**config.mk**
```make
export PLATFORM = sky130hd
export DESIGN_NAME = mem_copy_engine_flat
export DESIGN_NICKNAME = d
export VERILOG_FILES = /design/src/rtl/mem_copy_engine_if.sv /design/src/rtl/mem_copy_engine.sv /design/src/flat_wrapper.sv
export SDC_FILE = /design/constraint.sdc
export NUM_CORES = 1
export LEC_CHECK = 0
export ABC_CLOCK_PERIOD_IN_PS = 6600
export CAP_MARGIN = 20
export CORE_ASPECT_RATIO = 1.25
export CORE_MARGIN = 5
export CORE_UTILIZATION = 45
export DETAILED_ROUTE_END_ITERATION = 12
export HOLD_SLACK_MARGIN = 0.03
export PLACE_DENSITY = 0.71
export SETUP_SLACK_MARGIN = 0.5
export SLEW_MARGIN = 0
export SYNTH_ARGS = -nofsm -noshare
export SYNTH_HDL_FRONTEND = slang
export SYNTH_SLANG_ARGS = --single-unit
```
**constraint.sdc**
```tcl
create_clock -name clk -period 6.6 [get_ports clk]
set_input_delay 1.65 -clock clk [delete_from_list [all_inputs] [get_ports clk]]
set_output_delay 1.65 -clock clk [all_outputs]
set_load 0.02 [all_outputs]
```
**src/rtl/mem_copy_engine_if.sv**
```systemverilog
// rtl/mem_copy_engine_if.sv - request/status and memory-port bundle for mem_copy_engine
interface mem_copy_engine_if;
    logic        start;
    logic [31:0] src;
    logic [31:0] dst;
    logic [31:0] len;
    logic        busy;
    logic        done;
    logic        err;
    logic [31:0] mem_addr;
    logic [31:0] mem_din;
    logic        mem_we;
    logic        mem_re;
    logic [31:0] mem_out;

    // master: requester plus attached memory; slave: the copy engine
    modport master (
        output start, src, dst, len, mem_out,
        input  busy, done, err, mem_addr, mem_din, mem_we, mem_re
    );

    modport slave (
        input  start, src, dst, len, mem_out,
        output busy, done, err, mem_addr, mem_din, mem_we, mem_re
    );
endinterface

```
**src/rtl/mem_copy_engine.sv**
```systemverilog
// rtl/mem_copy_engine.sv - word-by-word forward memory copy with range check
module mem_copy_engine #(
    parameter int unsigned SIZE = 256
) (
    input  logic             clk,
    input  logic             rst_n,
    mem_copy_engine_if.slave bus
);
    typedef enum logic [2:0] {IDLE, CHECK, READ, WRITE, FIN} state_t;

    localparam logic [32:0] LIMIT = 33'(SIZE);

    state_t      state;
    logic [31:0] src_q;
    logic [31:0] dst_q;
    logic [31:0] len_q;
    logic [31:0] idx;
    logic [31:0] data_q;
    logic        busy_q;
    logic        done_q;
    logic        err_q;
    logic        we_q;
    logic        re_q;
    logic [31:0] addr_q;

    logic [32:0] src_end;
    logic [32:0] dst_end;
    logic        range_bad;
    logic [31:0] idx_next;

    // The range verdict is evaluated from the request as it is captured so
    // that err can be a registered pulse that lines up with the CHECK cycle.
    assign src_end   = {1'b0, bus.src} + {1'b0, bus.len};
    assign dst_end   = {1'b0, bus.dst} + {1'b0, bus.len};
    assign range_bad = (src_end > LIMIT) || (dst_end > LIMIT);
    assign idx_next  = idx + 32'd1;

    always_ff @(posedge clk or negedge rst_n) begin
        if (!rst_n) begin
            state  <= IDLE;
            src_q  <= '0;
            dst_q  <= '0;
            len_q  <= '0;
            idx    <= '0;
            data_q <= '0;
            busy_q <= 1'b0;
            done_q <= 1'b0;
            err_q  <= 1'b0;
            we_q   <= 1'b0;
            re_q   <= 1'b0;
            addr_q <= '0;
        end else begin
            done_q <= 1'b0;
            err_q  <= 1'b0;
            we_q   <= 1'b0;
            re_q   <= 1'b0;
            addr_q <= '0;
            case (state)
                IDLE: begin
                    if (bus.start) begin
                        src_q  <= bus.src;
                        dst_q  <= bus.dst;
                        len_q  <= bus.len;
                        idx    <= '0;
                        err_q  <= range_bad;
                        busy_q <= 1'b1;
                        state  <= CHECK;
                    end
                end
                CHECK: begin
                    if (err_q) begin
                        busy_q <= 1'b0;
                        state  <= IDLE;
                    end else if (len_q == '0) begin
                        busy_q <= 1'b0;
                        done_q <= 1'b1;
                        state  <= FIN;
                    end else begin
                        re_q   <= 1'b1;
                        addr_q <= src_q;
                        state  <= READ;
                    end
                end
                READ: begin
                    data_q <= bus.mem_out;
                    we_q   <= 1'b1;
                    addr_q <= dst_q + idx;
                    state  <= WRITE;
                end
                WRITE: begin
                    idx <= idx_next;
                    if (idx_next == len_q) begin
                        busy_q <= 1'b0;
                        done_q <= 1'b1;
                        state  <= FIN;
                    end else begin
                        re_q   <= 1'b1;
                        addr_q <= src_q + idx_next;
                        state  <= READ;
                    end
                end
                FIN: begin
                    state <= IDLE;
                end
                default: begin
                    busy_q <= 1'b0;
                    state  <= IDLE;
                end
            endcase
        end
    end

    assign bus.busy     = busy_q;
    assign bus.done     = done_q;
    assign bus.err      = err_q;
    assign bus.mem_we   = we_q;
    assign bus.mem_re   = re_q;
    assign bus.mem_addr = addr_q;
    // write data is only presented while the write enable is up
    assign bus.mem_din  = we_q ? data_q : '0;
endmodule

```
**src/flat_wrapper.sv**
```systemverilog
// flat-port wrapper written by rule: the top's interface ports become plain ports
module mem_copy_engine_flat 
#(
    parameter int unsigned SIZE = 256
)
  (clk, rst_n, bus_start, bus_src, bus_dst, bus_len, bus_mem_out, bus_busy, bus_done, bus_err, bus_mem_addr, bus_mem_din, bus_mem_we, bus_mem_re);
  mem_copy_engine_if bus_i ();
  input  logic clk;
  input  logic rst_n;
  input wire logic [$bits(bus_i.start)-1:0] bus_start;
  input wire logic [$bits(bus_i.src)-1:0] bus_src;
  input wire logic [$bits(bus_i.dst)-1:0] bus_dst;
  input wire logic [$bits(bus_i.len)-1:0] bus_len;
  input wire logic [$bits(bus_i.mem_out)-1:0] bus_mem_out;
  output wire logic [$bits(bus_i.busy)-1:0] bus_busy;
  output wire logic [$bits(bus_i.done)-1:0] bus_done;
  output wire logic [$bits(bus_i.err)-1:0] bus_err;
  output wire logic [$bits(bus_i.mem_addr)-1:0] bus_mem_addr;
  output wire logic [$bits(bus_i.mem_din)-1:0] bus_mem_din;
  output wire logic [$bits(bus_i.mem_we)-1:0] bus_mem_we;
  output wire logic [$bits(bus_i.mem_re)-1:0] bus_mem_re;
  assign bus_i.start = bus_start;
  assign bus_i.src = bus_src;
  assign bus_i.dst = bus_dst;
  assign bus_i.len = bus_len;
  assign bus_i.mem_out = bus_mem_out;
  assign bus_busy = bus_i.busy;
  assign bus_done = bus_i.done;
  assign bus_err = bus_i.err;
  assign bus_mem_addr = bus_i.mem_addr;
  assign bus_mem_din = bus_i.mem_din;
  assign bus_mem_we = bus_i.mem_we;
  assign bus_mem_re = bus_i.mem_re;
  mem_copy_engine #(.SIZE(SIZE)) u_core (.clk(clk), .rst_n(rst_n), .bus(bus_i));
endmodule
```
==> flow_metrics.tcl <==
set metrics [dict create \
    status "finished, final reports clean" \
    drc 0 \
    holdBufCountCts 0 \
    synthTopCellsByArea "dfrtp_1 30%, ha_1 9.6%, mux2_2 6.0%" \
    rsz0062_at_grt "false" \
    busiest_layer "met2" \
    gr-usage-all-layers 0.266 \
    vias_per_cell 6.12 \
    static-leakage-power_uw 0.00842 \
    setup_tns_ns 0 \
    fmax_mhz 172 \
    fp-row-count 78 \
    worstSetupStartpointType "input port" \
    ys_dominant_reg_cell "dfrtp_1" \
    gr-usage-met2 0.444 \
    cp_max_fo 5 \
    clk_pin_slew_ns 0.07 \
    grt_max_degree 124 \
    hold_viol_final 0 \
    synth-edff-count 0 \
    setup_viol 0 \
    dieArea_mm2 0.0407 \
    drive_above_1_share 0.0816 \
    gr-total-overflow 0 \
    slew_violations 0 \
    use_met3 0.0249 \
    hpwlAfterDp_um 45100 \
    synth_top_area_share 0.302 \
    period_share 0.881 \
    syn_nets 2187 \
    synth_seq_area_share 0.302 \
    cts_htree_levels 4 \
    fp.dieH_um 224 \
    endpoint_kind "flip-flop" \
    first_global_vias 15040 \
    numCtsBuffers 17 \
    cellPowerDensity_mw_per_mm2 357 \
    worst_pin_slew_ns 1.04 \
    vias 15622 \
    critPathRequiredTime_ns 6.94 \
    cts.path.max_buffers 2 \
    core_mm2 0.0363 \
    relSlewSlack 0.307 \
    hp-class "flip-flop to flip-flop" \
    fill_cells 3350 \
    critPathArrivalTime_ns 6.16 \
    firstDrtPassIters 6 \
    io-pin-count 200 \
    nets 2321 \
    post-cts-setup-buffer-count 0 \
    ant_nets 0 \
    wire_per_inst_um 21.9 \
    ys_warn_count 0 \
    antenna_found_initial 1 \
    min_period_ns 5.82 \
    grt_pass1_wl_um 85800 \
    insertion_delay_ns 0.46 \
    dieWidth_um 182 \
    place_congestion 0.998 \
    irDropWorstVdd_mv 0.179 \
    drt-initial-drc-count 1250 \
    use_met1 0.356 \
    drt_wl_total_um 56000 \
    yosysUniqueCellTypes 81 \
    portBuffers 199 \
    drv_cap 0 \
    ys_async_sr_fraction 1.00 \
    cts_root_buffer "clkbuf_16" \
    synth.cell_area_mm2 0.0166 \
    syn_inst 1925 \
    skew_ns 0.0146 \
    cts_resized 0 \
    ys_ff_latch 200 \
    cts_tree "built" \
    area_growth_pct 17.5 \
    holdWs_ns 0.468 \
    clock_sinks 200 \
    avgSynthCellArea_um2 8.60 \
    start_util 0.456 \
    netlist.top_cell.by_area "dfrtp_1" \
    crit_type "input port to flip-flop" \
]
==> routing by layer <==
layer	vias up	part of all wire	wire length, µm
met2	631	0.47	26400
met1	7480	0.43	24200
li1	7394	-	-
met5	-	0	0
met3	117	0.057	3190
met4	0	0.040	2250
==> cells by family after synthesis <==
logic type                 Yosys count  synth area share
muxes                               97            0.0653
xor gates and xnor gates           141            0.0754
and+or+nand+nor                    627             0.188
AOI/OAI and AO/OA                  574             0.232
DFF                                200             0.302
buffers and inverters              155            0.0370
adders and majority gates          131             0.101
==> worst max-delay path: stages <==
cell and delay, ns:
clkdlybuf4s50_1 0.47, ha_1 0.27, fa_1 0.46, a211oi_1 0.48, o21ai_0 0.35, nand4_1 0.23
a21oi_1 0.14, nor3_1 0.28, mux2i_1 0.10, or4_1 0.55, or4_1 0.51, or4_1 0.48
o21a_1 0.19
==> state kept, by name (all words and copies together), names as in the netlist <==
register,flops
u_core.bus.busy,1
u_core.bus.err,1
u_core.bus.done,1
u_core.data_q,32
u_core.bus.mem_we,1
u_core.state,3
u_core.bus.mem_addr,32
u_core.src_q,32
u_core.len_q,32
u_core.dst_q,32
u_core.bus.mem_re,1
u_core.idx,32
==> cell usage after synthesis, drive strengths merged (6+ instances only) <==
| cell type | count |
|---|---|
| mux2i | 9 |
| ha | 127 |
| nor2b | 10 |
| xor2 | 58 |
| a21oi | 129 |
| o31ai | 28 |
| mux2 | 88 |
| a211oi | 16 |
| nor4 | 26 |
| or4 | 11 |
| nor2 | 103 |
| o21a | 20 |
| a21o | 55 |
| or3 | 11 |
| a311oi | 7 |
| or2 | 9 |
| o41ai | 6 |
| clkbuf | 78 |
| a22o | 6 |
| and2 | 46 |
| nand4 | 37 |
| o21ai | 137 |
| a31oi | 14 |
| nand3 | 43 |
| and3 | 19 |
| nand2 | 227 |
| dfrtp | 200 |
| a22oi | 23 |
| o2111ai | 7 |
| nor3 | 48 |
| a211o | 11 |
| nand2b | 12 |
| o221ai | 10 |
| inv | 59 |
| buf | 18 |
| o211ai | 22 |
| o21bai | 19 |
| o32ai | 8 |
| nand3b | 6 |
| xnor2 | 82 |
| and4 | 8 |
| a2111oi | 10 |
==> metrics by stage <==
step / worst slack (ns) / total power, µW / utilization / std cells / instance area, µm²
6_report: 0.783 / 6950 / 0.536 / 2553 / 19500
5_1_grt: 0.531 / 7410 / 0.536 / 2553 / 19500
4_1_cts: 0.878 / 6950 / 0.536 / 2551 / 19400
3_5_place_dp: 0.407 / 5890 / 0.520 / 2519 / 18900
3_3_place_gp: 0.440 / 5800 / 0.520 / 2519 / 18900
2_1_floorplan: 1.42 / 4570 / - / 1925 / 16600
==> cells in the final DEF, fill, tap and decap left out, types with 16 or more instances in the layout <==
master             n
nand4_1           36
a21o_1            55
a22oi_1           23
nor3_1            48
mux2_2            88
clkdlybuf4s50_1  198
nor4_1            22
o31ai_1           28
o211ai_1          22
o21ai_0          129
xnor2_1           82
clkbuf_16         17
o21bai_1          19
inv_1             58
a211oi_1          16
nor2_1           103
nand3_1           43
nand2_1          226
dfrtp_1          200
and3_1            18
a21oi_1          129
o21a_1            20
xor2_1            58
ha_1             127
and2_1            45
==> layout make-up <==
type                       count  area, µm²  share of cell area
antenna                        1       2.50            0.000129
inverter                      59        221              0.0114
sequential                   200       5000               0.257
clock buffer                  18        439              0.0226
clock inverter                14        136             0.00701
timing repair buffer         211       2100               0.108
multi-input combinational   1570      11000               0.563
tap                          480        601              0.0309
==> path summary, 6_finish.rpt <==
kind                                              startpoint                           endpoint  slack, ns  cells past startpoint
worst min-delay path            u_core.data_q[4]$_DFFE_PN0P_       u_core.data_q[4]$_DFFE_PN0P_       0.47                      2
worst max register to register     u_core.idx[0]$_DFFE_PN0P_  u_core.bus.mem_addr[30]$_DFF_PN0_       1.68                     15
min in group asynchronous                              rst_n   u_core.bus.mem_addr[6]$_DFF_PN0_       1.21                      1
worst max-delay path                              bus_len[0]           u_core.bus.err$_DFF_PN0_       0.78                     13
worst min register to register  u_core.data_q[4]$_DFFE_PN0P_       u_core.data_q[4]$_DFFE_PN0P_       0.47                      2
max in group asynchronous                              rst_n         u_core.idx[19]$_DFFE_PN0P_       4.22                      2
==> power breakdown <==
part	switching (µW)	internal, µW
Sequential	549	1750
Clock	507	539
Combinational	2020	1590
Note: power is estimated with default switching activity, not from simulation.
